## config.mk

```make
export PLATFORM = sky130hd
export DESIGN_NAME = ws2812_frame_scheduler
export DESIGN_NICKNAME = d
export VERILOG_FILES = /design/src/rtl/ws2812_frame_scheduler.sv
export SDC_FILE = /design/constraint.sdc
export NUM_CORES = 1
export LEC_CHECK = 0
export BUFFER_PORTS_ARGS = -buffer_cell sky130_fd_sc_hd__buf_2
export CORE_ASPECT_RATIO = 0.6
export CORE_MARGIN = 2
export CORE_UTILIZATION = 39
export DETAILED_ROUTE_END_ITERATION = 7
export PLACE_DENSITY = 0.59
export SYNTH_ARGS = -nofsm -noshare
export SYNTH_HDL_FRONTEND = slang
export SYNTH_SLANG_ARGS = --single-unit
export TNS_END_PERCENT = 10
```

## constraint.sdc

```tcl
create_clock -name i_clk -period 6 [get_ports i_clk]
set_input_delay 0.3 -clock i_clk [delete_from_list [all_inputs] [get_ports i_clk]]
set_output_delay 0.3 -clock i_clk [all_outputs]
set_load 0.02 [all_outputs]
```

## src/rtl/ws2812_frame_scheduler.sv

```systemverilog
// WS2812 frame sequencer: fetches NUM_LEDS GRB words, paces bit periods, then holds the latch gap.
// Optional abort input/output pair enabled by defining WS2812_SCHED_ABORT_EN.
module ws2812_frame_scheduler #(
   parameter int NUM_LEDS   = 10,
   parameter int BIT_CYCLES = 61,
   parameter int RESET_BITS = 240,
   parameter int IDX_W      = (NUM_LEDS > 1) ? $clog2(NUM_LEDS) : 1
) (
   input  logic             i_clk,
   input  logic             i_rst_n,
   input  logic             i_start,
   input  logic             i_continuous,
`ifdef WS2812_SCHED_ABORT_EN
   input  logic             i_abort,
   output logic             o_aborted,
`endif
   output logic             o_busy,
   output logic             o_frame_done,
   output logic             o_pix_rd,
   output logic [IDX_W-1:0] o_pix_addr,
   input  logic [23:0]      i_pix_data,
   output logic [23:0]      o_enc_pixel,
   output logic             o_enc_load,
   output logic             o_bit_tick,
   output logic [4:0]       o_bit_index,
   output logic             o_sending_data,
   output logic [IDX_W-1:0] o_led_index
);

   localparam int TW = $clog2(BIT_CYCLES);
   localparam int LW = $clog2(RESET_BITS + 1);
   localparam logic [TW-1:0]    TickMax  = TW'(BIT_CYCLES - 1);
   localparam logic [IDX_W-1:0] LastLed  = IDX_W'(NUM_LEDS - 1);
   localparam logic [LW-1:0]    LatchMax = LW'(RESET_BITS);
   localparam logic [4:0]       LastBit  = 5'd23;

   typedef enum logic [2:0] {StIdle, StFetch, StWait, StSend, StLatch} state_e;

   state_e           r_state, w_state_nxt;
   logic [IDX_W-1:0] r_led_index, w_led_nxt;
   logic [TW-1:0]    r_tick_cnt, w_tick_nxt;
   logic [4:0]       r_bit_index, w_bit_nxt;
   logic [LW-1:0]    r_latch_cnt, w_latch_nxt;
   logic [23:0]      r_enc_pixel, w_pixel_nxt;
   logic             r_start_pending, w_pend_nxt;

   logic w_last_tick;
   logic w_latch_end;
   logic w_in_data;
   logic w_abort_now;
   logic w_abort_exit;

   assign w_last_tick = (r_tick_cnt == TickMax);
   // Latch counter parks at RESET_BITS for one cycle: that cycle carries frame_done and the exit.
   assign w_latch_end = (r_state == StLatch) && (r_latch_cnt == LatchMax);
   assign w_in_data   = (r_state == StFetch) || (r_state == StWait) || (r_state == StSend);

`ifdef WS2812_SCHED_ABORT_EN
   logic r_abort_req;

   always_ff @(posedge i_clk or negedge i_rst_n) begin
      if (!i_rst_n) begin
         r_abort_req <= 1'b0;
      end else if (w_latch_end) begin
         r_abort_req <= 1'b0;
      end else if (i_abort && w_in_data) begin
         r_abort_req <= 1'b1;
      end
   end

   // An abort landing on the final bit tick still cuts the frame at this pixel.
   assign w_abort_now  = r_abort_req | (i_abort & w_in_data);
   assign w_abort_exit = r_abort_req;
   assign o_aborted    = w_latch_end & r_abort_req;
`else
   assign w_abort_now  = 1'b0;
   assign w_abort_exit = 1'b0;
`endif

   always_ff @(posedge i_clk or negedge i_rst_n) begin
      if (!i_rst_n) begin
         r_state         <= StIdle;
         r_led_index     <= '0;
         r_tick_cnt      <= '0;
         r_bit_index     <= '0;
         r_latch_cnt     <= '0;
         r_enc_pixel     <= '0;
         r_start_pending <= 1'b0;
      end else begin
         r_state         <= w_state_nxt;
         r_led_index     <= w_led_nxt;
         r_tick_cnt      <= w_tick_nxt;
         r_bit_index     <= w_bit_nxt;
         r_latch_cnt     <= w_latch_nxt;
         r_enc_pixel     <= w_pixel_nxt;
         r_start_pending <= w_pend_nxt;
      end
   end

   always_comb begin
      w_state_nxt = r_state;
      w_led_nxt   = r_led_index;
      w_tick_nxt  = r_tick_cnt;
      w_bit_nxt   = r_bit_index;
      w_latch_nxt = r_latch_cnt;
      w_pixel_nxt = r_enc_pixel;
      w_pend_nxt  = r_start_pending;

      if (i_start && (r_state != StIdle) && !w_latch_end) begin
         w_pend_nxt = 1'b1;
      end

      unique case (r_state)
         StIdle: begin
            if (i_start) begin
               w_state_nxt = StFetch;
               w_led_nxt   = '0;
            end
         end
         StFetch: begin
            w_state_nxt = StWait;
         end
         StWait: begin
            w_pixel_nxt = i_pix_data;
            w_bit_nxt   = '0;
            w_tick_nxt  = '0;
            w_state_nxt = StSend;
         end
         StSend: begin
            w_tick_nxt = w_last_tick ? '0 : r_tick_cnt + 1'b1;
            if (w_last_tick) begin
               if (r_bit_index == LastBit) begin
                  w_bit_nxt = '0;
                  if ((r_led_index == LastLed) || w_abort_now) begin
                     w_state_nxt = StLatch;
                     w_tick_nxt  = '0;
                     w_latch_nxt = '0;
                  end else begin
                     w_led_nxt   = r_led_index + 1'b1;
                     w_state_nxt = StFetch;
                  end
               end else begin
                  w_bit_nxt = r_bit_index + 1'b1;
               end
            end
         end
         StLatch: begin
            if (w_latch_end) begin
               w_tick_nxt  = '0;
               w_latch_nxt = '0;
               w_pend_nxt  = 1'b0;
               w_led_nxt   = '0;
               if (!w_abort_exit && (i_continuous || r_start_pending || i_start)) begin
                  w_state_nxt = StFetch;
               end else begin
                  w_state_nxt = StIdle;
               end
            end else begin
               w_tick_nxt = w_last_tick ? '0 : r_tick_cnt + 1'b1;
               if (w_last_tick) begin
                  w_latch_nxt = r_latch_cnt + 1'b1;
               end
            end
         end
         default: begin
            w_state_nxt = StIdle;
         end
      endcase
   end

   assign o_busy         = (r_state != StIdle);
   assign o_frame_done   = w_latch_end;
   assign o_pix_rd       = (r_state == StFetch);
   assign o_pix_addr     = (r_state == StFetch) ? r_led_index : '0;
   assign o_enc_pixel    = r_enc_pixel;
   assign o_enc_load     = (r_state == StWait);
   assign o_bit_tick     = ((r_state == StSend) || (r_state == StLatch)) && w_last_tick;
   assign o_bit_index    = r_bit_index;
   assign o_sending_data = w_in_data;
   assign o_led_index    = r_led_index;

endmodule

```

==> results of run 1 <==
-- power by group --
group / switching (µW) / internal, µW / total [µW]
clock network: 122 / 137 / 260
registers: 3.51 / 352 / 355
logic: 25.1 / 18.0 / 43.1
total: 151 / 507 / 658
-- layer usage --
metal	track usage, %	routed length (µm)	vias to the layer above
met5	0	0	-
met2	22.7	2240	64
met3	3.91	446	7
li1	-	-	1029
met4	4.33	58	0
met1	25.4	3040	980
-- per-stage QoR --
stage | cell area (µm²) | power (µW) | util (%) | hold slack, ps | worst slack (ps)
3_3_place_gp | 3010 | 406 | 48.1 | 463 | 3590
4_1_cts | 3130 | 667 | 50.1 | 117 | 3160
5_1_grt | 3130 | 687 | 50.1 | 147 | 2950
6_report | 3130 | 658 | 50.1 | 76.5 | 3180
2_1_floorplan | 2580 | 380 | - | 4.41 | 3730
3_5_place_dp | 3010 | 406 | 48.1 | 462 | 3500
-- sequential cells by signal, indices dropped and copies added (netlist names) --
register,count
o_enc_pixel,24
r_latch_cnt,8
r_tick_cnt,6
o_bit_index,5
o_led_index,4
r_state,3
r_start_pending,1
-- worst register-to-register path, cell delays in order (launching register included) --
cell and delay, ps:
dfrtp_1 580, nand2b_1 350, nor2_2 960, mux2_2 440
-- cell usage after synthesis, types with 3 or more instances --
library cell	count	area, µm²
or3_1	3	18.8
and2_1	5	31.3
nor3_1	6	30.0
nand3_1	8	40.0
mux2i_1	5	50.1
nand4_1	4	25.0
mux2_2	24	270
a31oi_1	3	18.8
nand3b_1	3	22.5
inv_1	10	37.5
nor2_1	13	48.8
ha_1	7	87.6
dfrtp_1	51	1280
clkbuf_1	8	30.0
o21ai_1	4	20.0
nand2_1	23	86.3
nand2b_1	5	31.3
o31ai_1	4	30.0
o21ai_0	13	65.1
a21oi_1	11	55.1
-- how the worst max path moves through the flow --
stage              startpoint              to  slack, ps  depth (start not counted)
2_1_floorplan  o_bit_index[0]  o_led_index[3]       3730                          7
3_3_place_gp       r_state[1]      o_enc_load       3590                          3
3_5_place_dp       r_state[1]      o_enc_load       3500                          3
4_1_cts            r_state[1]      o_enc_load       3160                          3
5_1_grt            r_state[1]      o_enc_load       2950                          3
6_report           r_state[1]      o_enc_load       3180                          3
-- cell families (layout without fill, tap and decap cells) --
family,Yosys count,after routing,synth area share (%)
AOI/OAI and AO/OA,54,54,13.7
adders and majority gates,7,7,3.39
buffers and inverters,20,89,3.01
DFF,51,51,49.4
muxes,29,29,12.4
and+or+nand+nor,86,86,18.1
-- cells in the final DEF, fill, tap and decap left out, types with 6 or more instances in the layout --
cell	n
o21ai_0	13
nand2_1	23
mux2_2	24
nor3_1	6
clkbuf_8	6
inv_1	10
nor2_1	12
a21oi_1	11
ha_1	7
buf_2	70
dfrtp_1	51
nand3_1	8
-- area by class of cell --
cell class | count | area [µm²] | share of cell area [%]
Tap cell | 84 | 105 | 3.36
Inverter | 10 | 37.5 | 1.20
Timing Repair Buffer | 71 | 358 | 11.4
Clock inverter | 2 | 38.8 | 1.24
Sequential cell | 51 | 1280 | 40.8
Clock buffer | 6 | 82.6 | 2.64
Multi-Input combinational cell | 176 | 1230 | 39.3
==> impl_metrics.json, run 1 <==
{
  "n_fill_cell": 582,
  "hp-class": "in -> async",
  "ys_seq_area_share_pct": 49.4,
  "final_layout_size_suffix_gt1_share_pct": 35.4,
  "cts_num_sinks": 51,
  "critPathMaxFanout": 25,
  "dieArea_um2": 7310,
  "wirelength_um": 5780,
  "syn_avg_cell_area_um2": 10.5,
  "areaGrowthSynthToFinish_pct": 21.2,
  "detail-route-antenna-nets": 0,
  "ys_types": 48,
  "vias": 2080,
  "ys.flop_type": "dfrtp_1",
  "final_max_slew_viol_count": 0,
  "reg2reg_depth": 3,
  "clock.fmax_ghz": 0.354,
  "row_count": 22,
  "overflow": 0,
  "die_h_um": 67.0,
  "wl_per_cell_um": 14.5,
  "track_usage_pct": 16.5,
  "cpLargestDelayFamily": "simple AND/OR/NAND/NOR gates",
  "clk_pin_slew_ps": 90,
  "r2r_end": "o_enc_pixel[2]",
  "ys_ff_latch": 51,
  "critPathRequiredTime_ps": 5700,
  "timing.setup.tns_ps": 0,
  "max_slew_margin_pct": 23.9,
  "die_w_um": 109,
  "yosysWarnings": 0,
  "synth_cells": 247,
  "grt_pass1_wl_um": 9240,
  "finalHoldViolCount": 0,
  "max_cap_violations": 0,
  "cp_cell_sequence": "nand2b_1 -> nor2_2 -> buf_2",
  "outcome": "finished clean",
  "cpPeakStageDelay_ps": 960,
  "fin_crit_sh_pct": 47.1,
  "arrival_ps": 2520,
  "finalSetupViolCount": 0,
  "diodes": 0,
  "portBuffers": 70,
  "critPathCaptureType": "output pin",
  "synth_edf_count": 0,
  "coreArea_um2": 6250,
  "initial_core_util_pct": 41.3,
  "grt_pass1_vias": 1815,
  "gp_congestion": 0.806,
  "hpwl_um": 4210,
  "syn_area_um2": 2580,
  "antenna_found_initial": 0,
  "clock-root-buffer": "clkbuf_8",
  "clk_latency_ps": 310,
  "finClkSkew_ps": 6.23,
  "worst-setup-path-type": "reg -> out",
  "r2r_start": "r_state[1]",
  "ios": 71,
  "slowest_stage": "nor2_2",
  "cts_tree": "yes",
  "rsz0062_at_grt": "false",
  "start_kind": "flop",
  "remaining_drc_errors": 0,
  "async_reset_ff_share_pct": 100,
  "cts_inserted_buffers": 5,
  "drt_iter0_drc": 144,
  "postCtsResizedCells": 0,
  "power.leakage_uw": 0.00144,
  "cts_setup_buffers": 0,
  "syn-num-nets": 282,
  "first_pass_iters": 4,
  "worst_slew_pin_slew_ps": 1140,
  "grt_start_max_net_pins": 52,
  "fin_crit_ps": 2820,
  "stdcell_count": 400,
  "viasPerCell": 5.20,
  "peakVddDrop_v": 0.0000843,
  "power_density_nw_per_um2": 210,
  "postCtsHoldBufs": 0,
  "rrSetupSlack_ps": 3570,
  "dpl.cell_count": 392,
  "fin_nets": 350,
  "ctsHtreeMaxLevel": 2,
  "cp_num_buf_inv": 1,
  "cts.path.max_buffers": 2
}
No activity file was read; power rests on OpenSTA's default activity.
==> run 2, diff against run 1 <==
clock period = 2.8 ns   (was 6 ns; I/O delays follow)
==> impl_metrics.json, run 2 (same netlist as run 1, synthesis figures left out) <==
{
  "rsz0062_at_grt": "false",
  "cts_tree": "yes",
  "areaGrowthSynthToFinish_pct": 21.9,
  "largest_register_ffs": 24,
  "max_cap_violations": 0,
  "dp_slack_ps": 507,
  "n_fill_cell": 578,
  "portBuffers": 70,
  "max_slew_margin_pct": 51.8,
  "fin_crit_ps": 2310,
  "worst-setup-path-type": "reg -> reg",
  "die_w_um": 109,
  "grt_pass1_wl_um": 9180,
  "cp_num_buf_inv": 0,
  "overflow": 0,
  "wirelength_um": 5760,
  "timing.setup.tns_ps": 0,
  "final_max_slew_viol_count": 0,
  "row_count": 22,
  "clk_pin_slew_ps": 90,
  "peakVddDrop_v": 0.000184,
  "outcome": "finished clean",
  "cts.path.max_buffers": 2,
  "cpPeakStageDelay_ps": 460,
  "initial_core_util_pct": 41.3,
  "track_usage_pct": 16.3,
  "grt_start_max_net_pins": 34,
  "cts_inserted_buffers": 5,
  "min_to": "o_enc_pixel[15]",
  "reg2reg_depth": 6,
  "power_density_nw_per_um2": 432,
  "r2r_end": "o_led_index[3]",
  "fin_ws_ps": 490,
  "finalSetupViolCount": 0,
  "wl_per_cell_um": 14.3,
  "cp_cell_sequence": "ha_1 -> nand4b_1 -> or3_1 -> a221o_1 -> or2_4 -> o31ai_2",
  "layout_commonest_cell": "buf_2",
  "slowest_stage": "or3_1",
  "finalHoldViolCount": 0,
  "arrival_ps": 2530,
  "detail-route-antenna-nets": 0,
  "fin_nets": 354,
  "coreArea_um2": 6250,
  "ctsHtreeMaxLevel": 2,
  "finClkSkew_ps": 7.00,
  "hold_path_startpoint": "i_pix_data[15]",
  "grt_pass1_vias": 1813,
  "hpwl_um": 4310,
  "cts_num_sinks": 51,
  "drt_iter0_drc": 102,
  "critPathMaxFanout": 7,
  "diodes": 0,
  "critPathRequiredTime_ps": 3020,
  "critPathCaptureType": "flop",
  "vias": 2110,
  "start_kind": "flop",
  "worst_slew_pin_slew_ps": 723,
  "die_h_um": 67.0,
  "clock-root-buffer": "clkbuf_8",
  "postCtsResizedCells": 0,
  "layout_common_cells": "70 x buf_2, 51 x dfrtp_1, 24 x mux2_2, 23 x nand2_1, 13 x o21ai_0",
  "final_layout_size_suffix_gt1_share_pct": 35.7,
  "antenna_found_initial": 0,
  "r2r_start": "o_bit_index[0]",
  "remaining_drc_errors": 0,
  "ios": 71,
  "fin_crit_sh_pct": 82.5,
  "cpLargestDelayFamily": "simple AND/OR/NAND/NOR gates",
  "rrSetupSlack_ps": 490,
  "clk_latency_ps": 300,
  "hp-class": "in -> reg",
  "first_pass_iters": 4,
  "dieArea_um2": 7310,
  "power.leakage_uw": 0.00145,
  "gp_congestion": 0.819,
  "viasPerCell": 5.24,
  "clock.fmax_ghz": 0.433,
  "min_path_cells": 2
}
## run 2: cell count changes in the layout (fill, tap and decap cells not counted), sizes merged
cell and delta:
clkbuf -1, inv -1, clkinvlp +1, dlygate4sd3 +1, buf +3
## run 2: power by group
group | switching (µW) | internal (µW) | total (µW)
sequential | 7.49 | 753 | 761
combinational | 54.4 | 40.3 | 94.7
clock | 241 | 261 | 502
## run 2: worst max-delay path by stage
stage | from | slack, ps | depth (start not counted) | end
2_1_floorplan | o_bit_index[0] | 530 | 7 | o_led_index[3]
3_3_place_gp | o_bit_index[0] | 580 | 6 | o_led_index[3]
3_5_place_dp | o_bit_index[0] | 510 | 6 | o_led_index[3]
4_1_cts | o_bit_index[0] | 510 | 6 | o_led_index[3]
5_1_grt | o_bit_index[0] | 360 | 6 | o_led_index[3]
6_report | o_bit_index[0] | 490 | 6 | o_led_index[3]
## run 2: through the flow
stage          std cells  power (µW)  area (µm²)  util [%]  hold WS (ps)
2_1_floorplan        247         814        2580         -          -156
3_3_place_gp         395         870        3030      48.5           233
3_5_place_dp         395         871        3030      48.5           237
4_1_cts              403        1380        3150      50.3          55.3
5_1_grt              403        1420        3150      50.3          57.5
6_report             403        1360        3150      50.3          65.7
## run 2: final cells by class
| class | count | area (µm²) | area share, % |
|---|---|---|---|
| flip-flops and latches | 51 | 1280 | 40.6 |
| multi-input cells | 176 | 1230 | 39.1 |
| repair buffers | 75 | 390 | 12.4 |
| well taps | 84 | 105 | 3.34 |
| clock buffers | 5 | 68.8 | 2.19 |
| clock inverters | 2 | 37.5 | 1.19 |
| inverters | 10 | 37.5 | 1.19 |
## run 2: per-layer routing
metal  vias up  wire, µm  part of all wire (%)  GRT usage [%]
met1       994      3000                    52           24.8
li1       1034         -                     -              -
met2        75      2200                    38           22.7
met4         0        61                   1.1           4.01
met3         7       499                   8.7           4.31
met5         -         0                     0              0
## run 2: timing repair
item / in CTS / in global routing
endpoints found under the hold margin: 31 / 0
buffers inserted: 0 / 0
hold buffers: 1 / 0
==> run 3, diff against run 2 <==
ABC_AREA = 1   (was default)
clock period = 2.2 ns   (was 2.8 ns; I/O delays follow)
==> impl_metrics.json, run 3 <==
{
  "dpl-instance-area_um2": 3250,
  "remaining_drc_errors": 3,
  "finClkSkew_ps": 6.04,
  "max_slew_margin_pct": 61.0,
  "critPathCaptureType": "output pin",
  "cts_tree": "yes",
  "clk_pin_slew_ps": 60,
  "cp_num_buf_inv": 1,
  "ys_top_cells_by_count": "134 x nand2_1, 51 x dfrtp_1, 32 x inv_1, 24 x nor2_1, 18 x nand3_1",
  "violations": "DRC",
  "ys.flop_type": "dfrtp_1",
  "wirelength_um": 6020,
  "final_max_slew_viol_count": 0,
  "ys_seq_area_share_pct": 45.7,
  "totalPowerFinal_uw": 4490,
  "power_density_nw_per_um2": 1310,
  "yosysWarnings": 0,
  "dieArea_um2": 7880,
  "ctsHtreeMaxLevel": 2,
  "synth_most_common_cell": "nand2_1",
  "syn-num-nets": 383,
  "grt_pass1_wl_um": 10600,
  "layout_common_cells": "134 x nand2_1, 70 x buf_2, 51 x dfrtp_1, 32 x inv_1, 24 x nor2_1",
  "start_kind": "flop",
  "ys_ff_latch": 51,
  "areaGrowthSynthToFinish_pct": 22.9,
  "peakVddDrop_v": 0.000526,
  "utilization_pct": 50.5,
  "timing.setup.tns_ps": 0,
  "hp-class": "in -> reg",
  "cp_cell_sequence": "nor2_4 -> nand2_4 -> nor4_1 -> buf_2",
  "clock-root-buffer": "clkbuf_16",
  "postCtsResizedCells": 0,
  "yosys-top-cells-area": "dfrtp_1 46%, nand2_1 18%, inv_1 4.3%",
  "finalSetupViolCount": 0,
  "worst_slew_pin_slew_ps": 585,
  "cpPeakStageDelay_ps": 550,
  "yosysTopAreaCell": "dfrtp_1",
  "finalHoldViolCount": 0,
  "ios": 71,
  "vias": 2326,
  "syn_avg_cell_area_um2": 8.02,
  "slowest_stage": "dfrtp_1",
  "critPathRequiredTime_ps": 2090,
  "max_cap_violations": 0,
  "cts.path.max_buffers": 2,
  "final_layout_size_suffix_gt1_share_pct": 28.5,
  "rsz0062_at_grt": "false",
  "coreArea_um2": 6790,
  "synth_cells": 348,
  "yosys.area.top_type_share_pct": 45.7,
  "wl_met1_um": 3270,
  "portBuffers": 70,
  "row_count": 23,
  "holdWs_ps": 9.81,
  "dr_wl_met2_um": 2350,
  "overflow": 0,
  "async_reset_ff_share_pct": 100,
  "die_h_um": 69.5,
  "fin_crit_sh_pct": 83.1,
  "arrival_ps": 1720,
  "critPathMaxFanout": 7,
  "wl_per_cell_um": 11.8,
  "fin_crit_ps": 1830,
  "track_usage_pct": 16.5,
  "antenna_found_initial": 0,
  "clock.fmax_ghz": 0.547,
  "cpLargestDelayFamily": "simple AND/OR/NAND/NOR gates",
  "diodes": 0,
  "design_area_um2": 3430,
  "cts_inserted_buffers": 5,
  "viasPerCell": 4.55,
  "hpwl_um": 4610,
  "initial_core_util_pct": 41.1,
  "gp_congestion": 0.854,
  "detail-route-antenna-nets": 0,
  "synth_edf_count": 0,
  "top_layer": "met4",
  "n_fill_cell": 662,
  "layout_commonest_cell": "nand2_1",
  "ys_types": 36,
  "die_w_um": 113,
  "largest_register_ffs": 24,
  "outcome": "finished, violations left",
  "grt_start_max_net_pins": 28,
  "clk_latency_ps": 290,
  "drt_iter0_drc": 75,
  "fin_nets": 458,
  "cts_num_sinks": 51,
  "first_pass_iters": 6,
  "worst-setup-path-type": "reg -> out",
  "grt_pass1_vias": 2173,
  "dr_wl_met3_um": 348,
  "power.leakage_uw": 0.00192,
  "syn_area_um2": 2790
}
## run 3: cell types whose count changed after synthesis, sizes merged, moves of 4 or more
cell and change:
nand2b -5, clkbuf -8, nor2 +17, inv +30
o21ai -4, a21oi -9, and2 -5, nand2 +126
mux2i -5, o31ai -5, mux2 -24, nand3 +14
xor2 +7
## run 3: layer usage
layer	vias to the layer above	GRT usage (%)
met3	10	4.81
met4	0	2.85
li1	1228	-
met2	57	22.4
met5	-	0
met1	1031	26.0
## run 3: what timing repair did
| action | CTS | global route |
|---|---|---|
| endpoints found under the hold margin | 24 | 0 |
| setup buffers | 0 | 0 |
| hold buffers | 1 | 0 |
## run 3: worst register-to-register path, stage by stage, from the launching register on
cell and delay, ps:
dfrtp_1 400, inv_1 130, ha_1 180, inv_1 40
nor2_1 120, nand2_2 160, nand2_4 140, nand2_2 90
nor2_8 160, inv_6 50, nand2_4 60, nand3_2 60
## run 3: worst paths after layout
path / startpoint / to / slack [ps] / depth (start not counted)
min in group asynchronous: i_rst_n / o_enc_pixel[13] / 360 / 2
worst max register to register: r_latch_cnt[0] / r_state[1] / 500 / 11
worst max-delay path: r_state[1] / o_frame_done / 370 / 4
worst min-delay path: i_pix_data[10] / o_enc_pixel[10] / 10 / 3
worst min register to register: o_enc_pixel[0] / o_enc_pixel[0] / 470 / 2
max in group asynchronous: i_rst_n / o_enc_pixel[21] / 1300 / 3
## run 3: final cells by class
type | count | area (µm²) | area share, %
Multi-Input combinational cell | 252 | 1330 | 38.6
Tap cell | 87 | 109 | 3.17
Timing Repair Buffer | 73 | 388 | 11.3
Clock inverter | 2 | 35.0 | 1.02
Inverter | 40 | 160 | 4.67
Sequential cell | 51 | 1280 | 37.2
Clock buffer | 6 | 139 | 4.05
## run 3: cells by family after synthesis
kind of cell / after synthesis / share of synthesized area, %
flops: 51 / 45.7
compound gates: 20 / 4.57
buf+inv: 45 / 6.86
simple gates: 217 / 37.2
xor+xnor: 8 / 2.51
fa+ha+maj: 7 / 3.14
## run 3: power breakdown
part / switching (µW) / leakage, µW / internal [µW]
clock: 334 / 0.0000868 / 566
combinational: 1430 / 0.00118 / 684
sequential: 239 / 0.000653 / 1240
total: 2000 / 0.00192 / 2490
## run 3: per-stage QoR
stage	std cells	worst slack [ps]
6_report	511	372
2_1_floorplan	348	401
4_1_cts	511	362
3_5_place_dp	502	493
5_1_grt	511	189
3_3_place_gp	502	557
